File: src/rtl/poly_eval_seq.sv
// rtl/poly_eval_seq.sv - serial Horner evaluator y = (a*x + b)*x + c, one shift-add step per cycle
// Build option POLY_EVAL_SAT_EN: wide exact accumulator with saturating result.
module poly_eval_seq (
  input  logic               clock,
  input  logic signed [7:0]  x,
  input  logic signed [15:0] a,
  input  logic signed [15:0] b,
  input  logic signed [15:0] c,
  input  logic               enable,
  input  logic               reset,
  output logic signed [15:0] y,
  output logic               ready,
  output logic               valid
);

`ifdef POLY_EVAL_SAT_EN
  localparam int AW = 34;
`else
  localparam int AW = 16;
`endif

  typedef enum logic [2:0] {IDLE, MUL1, ADDB, MUL2, ADDC, DONE} state_t;

  state_t               state, state_nxt;
  logic signed [7:0]    x_r;
  logic signed [15:0]   a_r, b_r, c_r;
  logic signed [AW-1:0] mcand;
  logic signed [AW-1:0] acc;
  logic signed [AW-1:0] mul_op;
  logic signed [AW-1:0] shifted;
  logic signed [AW-1:0] addend;
  logic signed [AW-1:0] sum;
  logic [2:0]           step;
  logic                 capture;

  // DONE also accepts a waiting request so back-to-back operation sustains one result per 19 cycles.
  assign capture = enable && ((state == IDLE) || (state == DONE));

  function automatic logic signed [15:0] clip(input logic signed [AW-1:0] v);
`ifdef POLY_EVAL_SAT_EN
    if (v > AW'(32'sd32767))
      return 16'sh7fff;
    else if (v < AW'(-32'sd32768))
      return 16'sh8000;
    else
      return v[15:0];
`else
    return v;
`endif
  endfunction

  // Single adder shared by both multiply passes and the two coefficient additions.
  always_comb begin
    mul_op  = (state == MUL1) ? AW'(a_r) : mcand;
    shifted = mul_op <<< step;
    addend  = '0;
    case (state)
      MUL1, MUL2: begin
        if (x_r[step])
          addend = (step == 3'd7) ? -shifted : shifted;
      end
      ADDB:    addend = AW'(b_r);
      ADDC:    addend = AW'(c_r);
      default: addend = '0;
    endcase
    sum = acc + addend;
  end

  always_ff @(posedge clock or negedge reset) begin
    if (!reset)
      state <= IDLE;
    else
      state <= state_nxt;
  end

  always_comb begin
    state_nxt = state;
    case (state)
      IDLE:    if (enable) state_nxt = MUL1;
      MUL1:    if (step == 3'd7) state_nxt = ADDB;
      ADDB:    state_nxt = MUL2;
      MUL2:    if (step == 3'd7) state_nxt = ADDC;
      ADDC:    state_nxt = DONE;
      DONE:    state_nxt = enable ? MUL1 : IDLE;
      default: state_nxt = IDLE;
    endcase
  end

  always_comb begin
    ready = (state == IDLE);
    valid = (state == DONE);
  end

  always_ff @(posedge clock or negedge reset) begin
    if (!reset) begin
      x_r   <= '0;
      a_r   <= '0;
      b_r   <= '0;
      c_r   <= '0;
      mcand <= '0;
      acc   <= '0;
      step  <= '0;
      y     <= '0;
    end else if (capture) begin
      x_r   <= x;
      a_r   <= a;
      b_r   <= b;
      c_r   <= c;
      acc   <= '0;
      step  <= '0;
    end else begin
      case (state)
        MUL1, MUL2: begin
          acc  <= sum;
          step <= step + 3'd1;
        end
        // a*x + b becomes the multiplicand of the second pass.
        ADDB: begin
          mcand <= sum;
          acc   <= '0;
        end
        ADDC: begin
          acc <= sum;
          y   <= clip(sum);
        end
        default: ;
      endcase
    end
  end

endmodule
File: config.mk
export PLATFORM = sky130hd
export DESIGN_NAME = poly_eval_seq
export DESIGN_NICKNAME = d
export VERILOG_FILES = /design/src/rtl/poly_eval_seq.sv
export SDC_FILE = /design/constraint.sdc
export NUM_CORES = 1
export LEC_CHECK = 0
export BUFFER_PORTS_ARGS = -buffer_cell sky130_fd_sc_hd__buf_2
export CORE_MARGIN = 8
export CORE_UTILIZATION = 33
export CTS_CLUSTER_SIZE = 24
export DETAILED_ROUTE_END_ITERATION = 8
export PLACE_DENSITY_LB_ADDON = 0.05
export SLEW_MARGIN = 20
export SYNTH_ARGS = -nofsm -noshare
export SYNTH_HDL_FRONTEND = slang
export SYNTH_SLANG_ARGS = --single-unit
File: constraint.sdc
create_clock -name clock -period 7.75 [get_ports clock]
set_input_delay 1.1625 -clock clock [delete_from_list [all_inputs] [get_ports clock]]
set_output_delay 1.1625 -clock clock [all_outputs]
set_load 0.03 [all_outputs]
# Yosys cells after proc, flatten, opt, wreduce, memory -nomap -nowiden
# Cells that the tools add are included.
# word_totals
reg_bits	110
out_inout_bits	18
word_cells	49
# classes
add_sub_neg	3
order_cmp	1
n_eq_ne	9
shifts	1
n_mux	15
bitwise_logic	1
n_reduce_logical	10
# ops
cell	count
16-bit 2-to-1 mux	4
16-bit one-hot mux with 3 select lines	1
16-bit one-hot mux with 2 select lines	1
3-bit one-hot mux with 6 select lines	1
16-bit adder	1
16-bit negation	1
16-bit by 3-bit <<< shifter with 16-bit output	1
3-bit 2-to-1 mux	5
3-bit equality test (second input constant)	3
3-bit by 2-bit equality test with 1-bit output (second input constant)	2
3-bit by 4-bit < comparator with 1-bit output (second input constant)	1
2-bit inequality test (second input constant)	2
2-bit AND reduction	2
3-bit by 1-bit adder with 3-bit output (second input constant)	1
1-bit binary-select mux with 3-bit select	1
3-bit by 1-bit equality test with 1-bit output (second input constant)	1
3-bit logical NOT	1
3-bit AND reduction	1
3-bit nonzero test	1
3-bit OR reduction	1
1-bit 2-to-1 mux	2
2-bit by 1-bit inequality test with 1-bit output (second input constant)	1
2-bit nonzero test	1
2-bit OR reduction	1
other kinds (3)	3

# Longest topological paths before layout
# Gate-level depths: netlist of run 1.
# depth
depth_word	10
ltp_mapped	22

# Worst setup path before layout of run 1
# Ideal clock, no wire load.
# synth_timing
kind	register to register
startpoint	register state[1]
endpoint	register acc[15]
setup_time_ps	125
t_arrival_ps	4389
path_slack_ps	3236
stages_incl_launch_ff	22
path_buffers	2
synth_period_minus_slack_ps	4514
path_cell_list	dfrtp_1 -> buf_6 -> nor3b_4 -> buf_6 -> mux2_2 -> a311oi_2 -> o221ai_2 -> a221oi_4 -> inv_1 -> o21ai_0 -> xor2_1 -> o21ai_0 -> ha_1 -> and3_1 -> a21oi_1 -> o31ai_1 -> o41ai_1 -> o21ai_0 -> a31oi_1 -> a21boi_0 -> o31a_1 -> o22ai_1
# synth_via
elab_chain_cells	10
# synth_lines
element	line_no	source
start, declared	24	state_t state, state_nxt;
start signal, assigned	73	state <= state_nxt;
3-bit by 1-bit equality test with 1-bit output	54, 57, 112	
16-bit 2-to-1 mux	54	mul_op = (state == MUL1) ? AW'(a_r) : mcand;
16-bit by 3-bit <<< shifter with 16-bit output	55	shifted = mul_op <<< step;
16-bit negation	60	addend = (step == 3'd7) ? -shifted : shifted;
16-bit 2-to-1 mux	60	
16-bit 2-to-1 mux	59	if (x_r[step])
16-bit one-hot mux with 3 select lines	57	case (state)
16-bit adder	66	sum = acc + addend;
16-bit one-hot mux with 2 select lines	112	case (state)
16-bit 2-to-1 mux	104	end else if (capture) begin
end signal, assigned	114	acc <= sum;
end signal, assigned	123	acc <= sum;
end, declared	28	logic signed [AW-1:0] acc;
# Several ways; a longest one is shown, not always the timed one.
# A chain may end at the register's enable or synchronous reset.

# Worst setup path after layout of run 1
# layout_timing
startpoint	register state[2]
endpoint	register acc[15]
# The elaborated chain is that of the path after synthesis.

==> results of run 1 <==
-- kinds of logic after synthesis --
| family | synth area share, % |
|---|---|
| mux | 10.41 |
| flops | 43.13 |
| compound gates | 14.98 |
| xor+xnor | 3.921 |
| simple gates | 20.13 |
| buf+inv | 3.784 |
| fa+ha+maj | 3.646 |
-- worst register-to-register path: cells and delay by family, from the launching register on --
| kind | cells | cell delay (ns) |
|---|---|---|
| mux | 1 | 0.42 |
| xor+xnor | 1 | 0.20 |
| fa+ha+maj | 1 | 0.37 |
| simple gates | 2 | 0.38 |
| buf+inv | 2 | 0.43 |
| flops | 1 | 0.52 |
| compound gates | 13 | 3.12 |
-- power breakdown --
part / leakage (nW) / switching, mW / internal [mW]
Sequential: 1.40 / 0.204 / 0.825
Clock: 0.156 / 0.249 / 0.263
Combinational: 2.00 / 1.39 / 0.871
Total: 3.55 / 1.85 / 1.96
-- placed cells by master (no fill, tap or decap), types with 3 or more instances in the layout --
cell type and instances:
dfrtp_1 110, o21ai_1 4, buf_2 75, mux2i_1 30, xor2_1 13, clkbuf_16 9, o21ai_0 61, xnor2_1 13
a31oi_1 3, a21o_1 7, ha_1 17, o211ai_1 3, nand2_1 246, buf_4 8, a22oi_1 14, a21oi_1 18
mux4_2 12, nor3_1 7, and4_1 3, a22o_1 3, and3_1 4, and2_1 4, o21a_1 5, nor2_1 21
o21bai_1 6, nand3_1 11, inv_1 11
-- final timing paths --
path | endpoint | cells past startpoint
worst max register to register | acc[15] | 20
min in group asynchronous | a_r[10] | 1
worst min register to register | x_r[0] | 2
max in group asynchronous | c_r[0] | 2
worst min-delay path | x_r[0] | 2
worst max-delay path | acc[15] | 20
-- state kept, by name, summed over array words and instances (netlist names) --
signal	cells
b_r	16
y	16
c_r	16
a_r	16
state	3
acc	16
step	3
x_r	8
mcand	16
-- layer usage --
layer | global-route usage [%] | vias to the layer above
met5 | 0 | -
met4 | 4.013 | 0
met3 | 3.051 | 15
met2 | 24.74 | 80
met1 | 20.62 | 2470
li1 | - | 2546
-- cell type report --
cell class / instances / share of cell area [%]
clock buffer: 9 / 3.083
clock inverter: 7 / 1.387
inverter: 11 / 0.5653
multi-input combinational: 550 / 46.78
sequential: 110 / 37.68
tap: 265 / 4.539
timing repair buffer: 83 / 5.961
==> results.toml, run 1 <==
[final_layout]
seqCellArea_mm2 = 0.002753
utilization_pct = 38.03
drive_gt1_share_pct = 16.75
stdcell_count = 1035
fillerInstances = 1965
final_area_mm2 = 0.007305
multi_input_area_mm2 = 0.003417
diodes = 0
areaGrowthSynthToFinish_pct = 14.45
nets = 842

[cts]
insertion_delay_ns = 0.37
cts_resized = 0
clockBufferDepth = 2
htreeDepth = 3
clock_sinks = 110
root_buffer = "clkbuf_16"
clk_pin_slew_ns = 0.08
cts-buffers-inserted = 9
cts_setup_buffers = 0
cts_hold_buf = 0
cts_tree = "built"

[synthesis]
avgSynthCellArea_um2 = 8.964
yosys-top-cells-count = "nand2_1, dfrtp_1, o21ai_0"
yosysTopAreaCell = "dfrtp_1"
synth_top_area_share_pct = 43.13
synth-edff-count = 0
yosys_warnings = 0
ys.flop_type = "dfrtp_1"
synth_nets = 789
synthTopCellsByArea = "dfrtp_1, nand2_1, o21ai_0"
synthCells = 712
ys_ff_latch = 110
ys_seq_area_share_pct = 43.13
async_flop_share_pct = 100.0
synthesis.area_mm2 = 0.006382
yosysMostFrequentCell = "nand2_1"
synth_cell_type_count = 65

[global_routing]
grt_usage_pct = 15.34
grt_remaining_overflow = 0
grt_antenna_before_repair = 0
grt_pass1_wl_um = 28970
grt_pass1_vias = 5194
grt_max_degree = 62

[setup_path]
cp_top_family = "compound AO/OA/AOI/OAI gates"
cp_common_cell = "o21ai_0"
worstPathBufferInverterCount = 2
cp.arrival_ns = 5.81
crit_chain = "nor3b_4 > buf_4 > mux2_2 > a311oi_2 > o221ai_2 > a221oi_4 > inv_1 > o21ai_0 > xor2_1 > o21ai_0 > ha_1 > and3_1 > a21oi_1 > o31ai_1 > o41ai_1 > o21ai_0 > a31oi_1 > a211oi_1 > o31a_1 > o22ai_1"
crit_slowest_cell = "dfrtp_1"
r2r_setup_slack_ns = 2.23
worstSetupPathType = "register to register"
max_stage_delay_ns = 0.52
cp_max_fo = 26
endpoint_kind = "register"
setup.worst_path.start_class = "register"
required_ns = 8.04
worstSetupStartpoint = "state[2]"
timing.rr.start = "state[2]"

[floorplan]
fp.dieW_um = 155.1
initial_core_util_pct = 33.23
row_count = 51
fp.dieH_um = 155.1
ios = 77
core_area_mm2 = 0.01921
die-area_mm2 = 0.02405

[sta]
hold_viol_final = 0
setup_violations = 0
fmax_mhz = 181.1
skew_ns = 0.009419
hold_slack_ns = 0.4777
relSlewSlack_pct = 38.65
final.setup.tns_ns = 0
finalCriticalPeriod_ns = 5.522
fin_ws_ns = 2.228
rsz0062_at_grt = "false"
period_share_pct = 71.26
tightest_slew_ns = 0.9180
finalMaxSlewViolations = 0

[worst_hold_path]
hp-class = "register to register"
min_from = "x_r[0]"

[detailed_routing]
routed-wl-met3_um = 588
postRouteAntennaNets = 0
drt_wl_total_um = 17800
met2_wirelength_um = 8263
vias_per_cell = 4.938
wl_per_cell_um = 17.20
top_layer = "met4"
vias = 5111
drc = 0
dr.pass1.iters = 4
initialDrtViolationCount = 268
m1WireLength_um = 8753

[pwr]
p_per_area_mw_per_mm2 = 520.7
leakagePower_nw = 3.553
ir_worst_vdd_mv = 0.1732
power_mw = 3.804

[place]
pre_cts_slack_ns = 2.315
port_buffers = 76
place.gp.congestion = 0.7985
dp_cells = 1019
dp_hpwl_um = 13250
placed_area_mm2 = 0.006972

[outcome]
status = "completed"

[job]
drv_cap = 0
Note: power is estimated with default switching activity, not from simulation.
==> run 2, diff against run 1 <==
- clock period: 7.75 -> 4.85 ns (I/O delays scaled with it)
==> run 2 against run 1 <==
  * Power increased by 66%
  * Worst hold slack lost 0.0071 ns
  * Design area grew 2.4%
  * Critical path depth decreased by 1
  * Fmax up 20%
  * Sequential power increased by 55%
  * Combinational power grew 73%
  * Worst setup slack worse by 2.0 ns
  * Die area is the same
  * Register-to-register slack worse by 2.0 ns
  * Largest cell class unchanged
==> results.toml, run 2 (synthesized netlist as in run 1, its figures left out) <==
[outcome]
status = "completed"

[detailed_routing]
initialDrtViolationCount = 201
drc = 0
dr.pass1.iters = 4
drt_wl_total_um = 18000
vias = 5163
vias_per_cell = 4.898
wl_per_cell_um = 17.07
postRouteAntennaNets = 0

[pwr]
ir_worst_vdd_mv = 0.2762
p_per_area_mw_per_mm2 = 842.8
netSwitchingPower_mw = 3.004
combPwrFrac_pct = 61.9
swShare_pct = 47.63
power.internal_mw = 3.302
power_frac_seq_pct = 25.4
leakagePower_nw = 3.660
clkPwrFrac_pct = 12.7

[setup_path]
required_ns = 5.13
endpoint_kind = "register"
worstSetupPathType = "register to register"
cp_max_fo = 19
setup.worst_path.start_class = "register"
cp.arrival_ns = 4.89

[global_routing]
use_met2_pct = 25.35
grt_remaining_overflow = 0
grt.met3_usage_pct = 2.746
grt_pass1_wl_um = 29170
grt_pass1_vias = 5394
grt_max_degree = 64
grt_usage_pct = 15.44
busiest_layer = "met2"
use_met1_pct = 20.69
grt_antenna_before_repair = 0

[final_layout]
drive_gt1_share_pct = 19.14
final_common_cell = "nand2_1"
diodes = 0
utilization_pct = 38.96
multi_input_area_mm2 = 0.003446
layout_common_cells = "nand2_1, dfrtp_1, buf_2, o21ai_0, mux2i_1"
nets = 861
areaGrowthSynthToFinish_pct = 17.23
seqCellArea_mm2 = 0.002753
fillerInstances = 1988

[floorplan]
fp.dieH_um = 155.1
die-area_mm2 = 0.02405
ios = 77
fp.dieW_um = 155.1
core_area_mm2 = 0.01921
initial_core_util_pct = 33.23
row_count = 51

[sta]
finalMaxSlewViolations = 0
relSlewSlack_pct = 39.40
finalCriticalPeriod_ns = 4.613
tightest_slew_ns = 0.9068
hold_viol_final = 0
hold_slack_ns = 0.4706
final.setup.tns_ns = 0
fin_ws_ns = 0.2368
rsz0062_at_grt = "true"
period_share_pct = 95.12
skew_ns = 0.01361
setup_violations = 0
fmax_mhz = 216.8

[cts]
cts-buffers-inserted = 9
insertion_delay_ns = 0.37
cts_tree = "built"
clock_sinks = 110
htreeDepth = 3
clockBufferDepth = 2
clk_pin_slew_ns = 0.08
root_buffer = "clkbuf_16"
cts_setup_buffers = 0

[worst_hold_path]
hp-class = "primary input to asynchronous set/reset pin"

[job]
drv_cap = 0

[place]
place.gp.congestion = 0.8625
pre_cts_slack_ns = -0.04981
port_buffers = 76
dp_hpwl_um = 13640
==> run 2: timing repair <==
item                       in CTS  in global routing
setup endpoints to repair       1                  8
pin swaps                       1                  0
hold buffers                    0                  0
cloned                          0                  0
gates resized for setup         1                  5
==> run 2: layout make-up <==
type | count | share of cell area [%]
multi-input cells | 550 | 46.05
flip-flops and latches | 110 | 36.79
well taps | 265 | 4.431
repair buffers | 102 | 7.893
clock inverters | 7 | 1.271
clock buffers | 9 | 3.010
inverters | 11 | 0.5518
==> run 2: critical path, cell delays in order, from the launching register on <==
cell and delay [ns]:
dfrtp_1 0.41, nor3b_4 0.24, buf_12 0.19, mux2i_1 0.36, mux2i_1 0.17, mux2i_1 0.20, o21ai_0 0.12, a211o_1 0.29
and4_1 0.21, a221o_1 0.27, ha_1 0.31, o21a_1 0.19, o21ai_0 0.22, o31ai_1 0.16, o41ai_2 0.31, o21ai_2 0.14
a31oi_2 0.22, a211oi_1 0.10, o31a_1 0.32, o22ai_1 0.12
==> run 2: final timing paths <==
path,from,to,slack [ns],cells after the start
min in group clock,y[13],y[13],0.48,2
worst max register to register,state[1],acc[15],0.24,19
worst max-delay path,state[1],acc[15],0.24,19
worst min register to register,y[13],y[13],0.48,2
worst min-delay path,reset,mcand[12],0.47,1
max in group asynchronous,reset,acc[0],3.23,2
==> run 2: metal layers <==
metal	wire length [um]	vias to the layer above	part of all wire [%]
li1	-	2584	-
met1	8684	2492	48
met2	8567	81	48
met3	613	6	3.4
met4	130	0	0.72
met5	0	-	0
==> run 2: per-stage QoR <==
stage,instances,power [mW],cell area [um2]
after floorplan,712,4.286,6382
after global placement,1038,5.459,7127
after detailed placement,1038,5.513,7127
after CTS,1054,6.358,7455
after global routing,1054,6.862,7482
final,1054,6.306,7482
==> run 2: power groups by stage <==
stage / Clock, mW / Combinational, mW / Sequential, mW
3_3_place_gp: 0 / 3.85 / 1.61
4_1_cts: 0.831 / 3.92 / 1.60
5_1_grt: 0.868 / 4.34 / 1.65
2_1_floorplan: 0 / 2.71 / 1.58
6_report: 0.801 / 3.91 / 1.60
3_5_place_dp: 0 / 3.90 / 1.62
==> run 3, diff against run 2 <==
- BUFFER_PORTS_ARGS: -buffer_cell sky130_fd_sc_hd__buf_2 -> -buffer_cell sky130_fd_sc_hd__buf_4
- CELL_PAD_IN_SITES_DETAIL_PLACEMENT: not set -> 0
- CELL_PAD_IN_SITES_GLOBAL_PLACEMENT: not set -> 1
==> run 3 against run 2 <==
  * Global-route usage increased by 0.12 points
  * Sequential power about the same
  * Sequential share of layout area down 2.0 points
  * Utilization grew 2.2 points
  * Critical path type unchanged
  * Critical endpoint unchanged
==> results.toml, run 3 (synthesized netlist as in run 1, its figures left out) <==
[outcome]
status = "completed"

[floorplan]
fp.dieH_um = 155.1
die-area_mm2 = 0.02405
row_count = 51
ios = 77
fp.dieW_um = 155.1
initial_core_util_pct = 33.23
core_area_mm2 = 0.01921

[pwr]
leakagePower_nw = 3.805
clkPwrFrac_pct = 12.8
combPwrFrac_pct = 62.8
p_per_area_mw_per_mm2 = 844.8
power.internal_mw = 3.642
swShare_pct = 45.46
power_frac_seq_pct = 24.4
power_mw = 6.676
ir_worst_vdd_mv = 0.2909
netSwitchingPower_mw = 3.035

[sta]
skew_ns = 0.008244
hold_viol_final = 0
rsz0062_at_grt = "true"
period_share_pct = 93.95
fmax_mhz = 219.5
relSlewSlack_pct = 29.78
finalMaxSlewViolations = 0
tightest_slew_ns = 1.048
setup_violations = 0
finalCriticalPeriod_ns = 4.557

[global_routing]
grt_max_degree = 111
grt.met3_usage_pct = 3.329
grt_usage_pct = 15.56
grt_pass1_wl_um = 29480
grt_antenna_before_repair = 0
grt_remaining_overflow = 0
use_met1_pct = 21.35
grt_pass1_vias = 5321
use_met2_pct = 24.91
busiest_layer = "met2"

[detailed_routing]
vias_per_cell = 4.891
drt_wl_total_um = 18380
dr.pass1.iters = 4
wl_per_cell_um = 17.22
drc = 0
vias = 5219
initialDrtViolationCount = 276
postRouteAntennaNets = 0

[final_layout]
seqCellArea_mm2 = 0.002753
final_common_cell = "nand2_1"
fillerInstances = 1948
areaGrowthSynthToFinish_pct = 23.82
layout_common_cells = "nand2_1, dfrtp_1, buf_4, o21ai_0, mux2i_1"
multi_input_area_mm2 = 0.003507
stdcell_count = 1067
diodes = 0
drive_gt1_share_pct = 21.82
nets = 874
final_area_mm2 = 0.007903
utilization_pct = 41.14

[cts]
clock_sinks = 110
htreeDepth = 3
insertion_delay_ns = 0.36
root_buffer = "clkbuf_16"
clockBufferDepth = 2
cts_hold_buf = 0
cts_tree = "built"
clk_pin_slew_ns = 0.07
cts-buffers-inserted = 9

[setup_path]
cp.arrival_ns = 4.80
crit_chain = "nor3b_4 > buf_12 > mux2_4 > a311oi_4 > o221ai_2 > a221oi_4 > inv_1 > o21ai_2 > xor2_1 > o21ai_1 > ha_1 > and3_4 > a21oi_2 > o31ai_2 > o41ai_2 > o21ai_1 > a31oi_1 > buf_4 > a21boi_4 > o31a_1 > o22ai_1"
crit_slowest_cell = "dfrtp_1"
worstSetupPathType = "register to register"
max_stage_delay_ns = 0.41
endpoint_kind = "register"
setup.worst_path.start_class = "register"
cp_max_fo = 5
required_ns = 5.10
cp_common_cell = "o21ai_1"

[place]
dp_hpwl_um = 13730
place.gp.congestion = 0.8487
dp_cells = 1041
placed_area_mm2 = 0.007350
port_buffers = 76

[worst_hold_path]
hp-class = "primary input to asynchronous set/reset pin"

[job]
drv_cap = 0
-- run 3: cell types whose count changed in the layout (fill, tap and decap cells not counted), moves of 3 or more --
| cell | before | now |
|---|---|---|
| buf_2 | 75 | 0 |
| buf_4 | 26 | 109 |
| mux2i_1 | 30 | 25 |
| mux2i_2 | 0 | 4 |
| o21ai_0 | 60 | 57 |
-- run 3: critical path: cells and delay by family (launching register included) --
family / cells / cell delay, ns
AO/OA/AOI/OAI: 13 / 2.21
AND/OR/NAND/NOR: 2 / 0.53
buffers and inverters: 3 / 0.43
flip-flops: 1 / 0.41
adder cells (fa/ha/maj): 1 / 0.37
multiplexers: 1 / 0.32
XOR/XNOR: 1 / 0.17
-- run 3: final cells by class --
class / instances / share of cell area [%]
clock buffers: 11 / 2.945
clock inverters: 5 / 1.346
inverters: 11 / 0.5225
multi-input cells: 550 / 44.38
flip-flops and latches: 110 / 34.83
well taps: 265 / 4.196
repair buffers: 115 / 11.78
-- run 3: power by group through the flow --
stage                     Combinational, mW  Sequential (mW)  Clock [mW]
after floorplan                        2.71             1.58           0
after global placement                 3.85             1.63           0
after detailed placement               3.89             1.64           0
after CTS                              3.92             1.62       0.887
after global routing                   4.64             1.68       0.920
final                                  4.19             1.63       0.855
-- run 3: repair_timing --
action,CTS,global route
cloned,0,2
endpoints found under the setup margin,1,11
pin swaps,1,14
resized for setup,1,26
setup buffers,1,7
-- run 3: worst paths after layout --
check / from / slack, ns / end / depth (start not counted)
setup reg to reg: state[2] / 0.29 / acc[15] / 21
setup / recovery: state[2] / 0.29 / acc[15] / 21
max in group asynchronous: reset / 3.93 / state[2] / 2
min in group clock: x_r[2] / 0.47 / x_r[2] / 2
hold / removal: reset / 0.43 / y[10] / 2
hold reg to reg: x_r[2] / 0.47 / x_r[2] / 2
-- run 3: stage by stage --
stage	setup TNS, ns	setup WS (ns)	hold WS (ns)
after floorplan	0	0.3362	0.4319
final	0	0.2933	0.4316
after global routing	-0.08560	-0.05771	0.4941
after global placement	0	0.1093	0.4566
after CTS	0	0.04783	0.4715
after detailed placement	-0.06160	-0.06160	0.4627
-- run 3: routing by layer --
| layer | up-vias | part of all wire, % | routed length (um) |
|---|---|---|---|
| li1 | 2608 | - | - |
| met1 | 2524 | 50 | 9109 |
| met2 | 80 | 47 | 8588 |
| met3 | 7 | 3.0 | 558 |
| met4 | 0 | 0.65 | 120 |
| met5 | - | 0 | 0 |
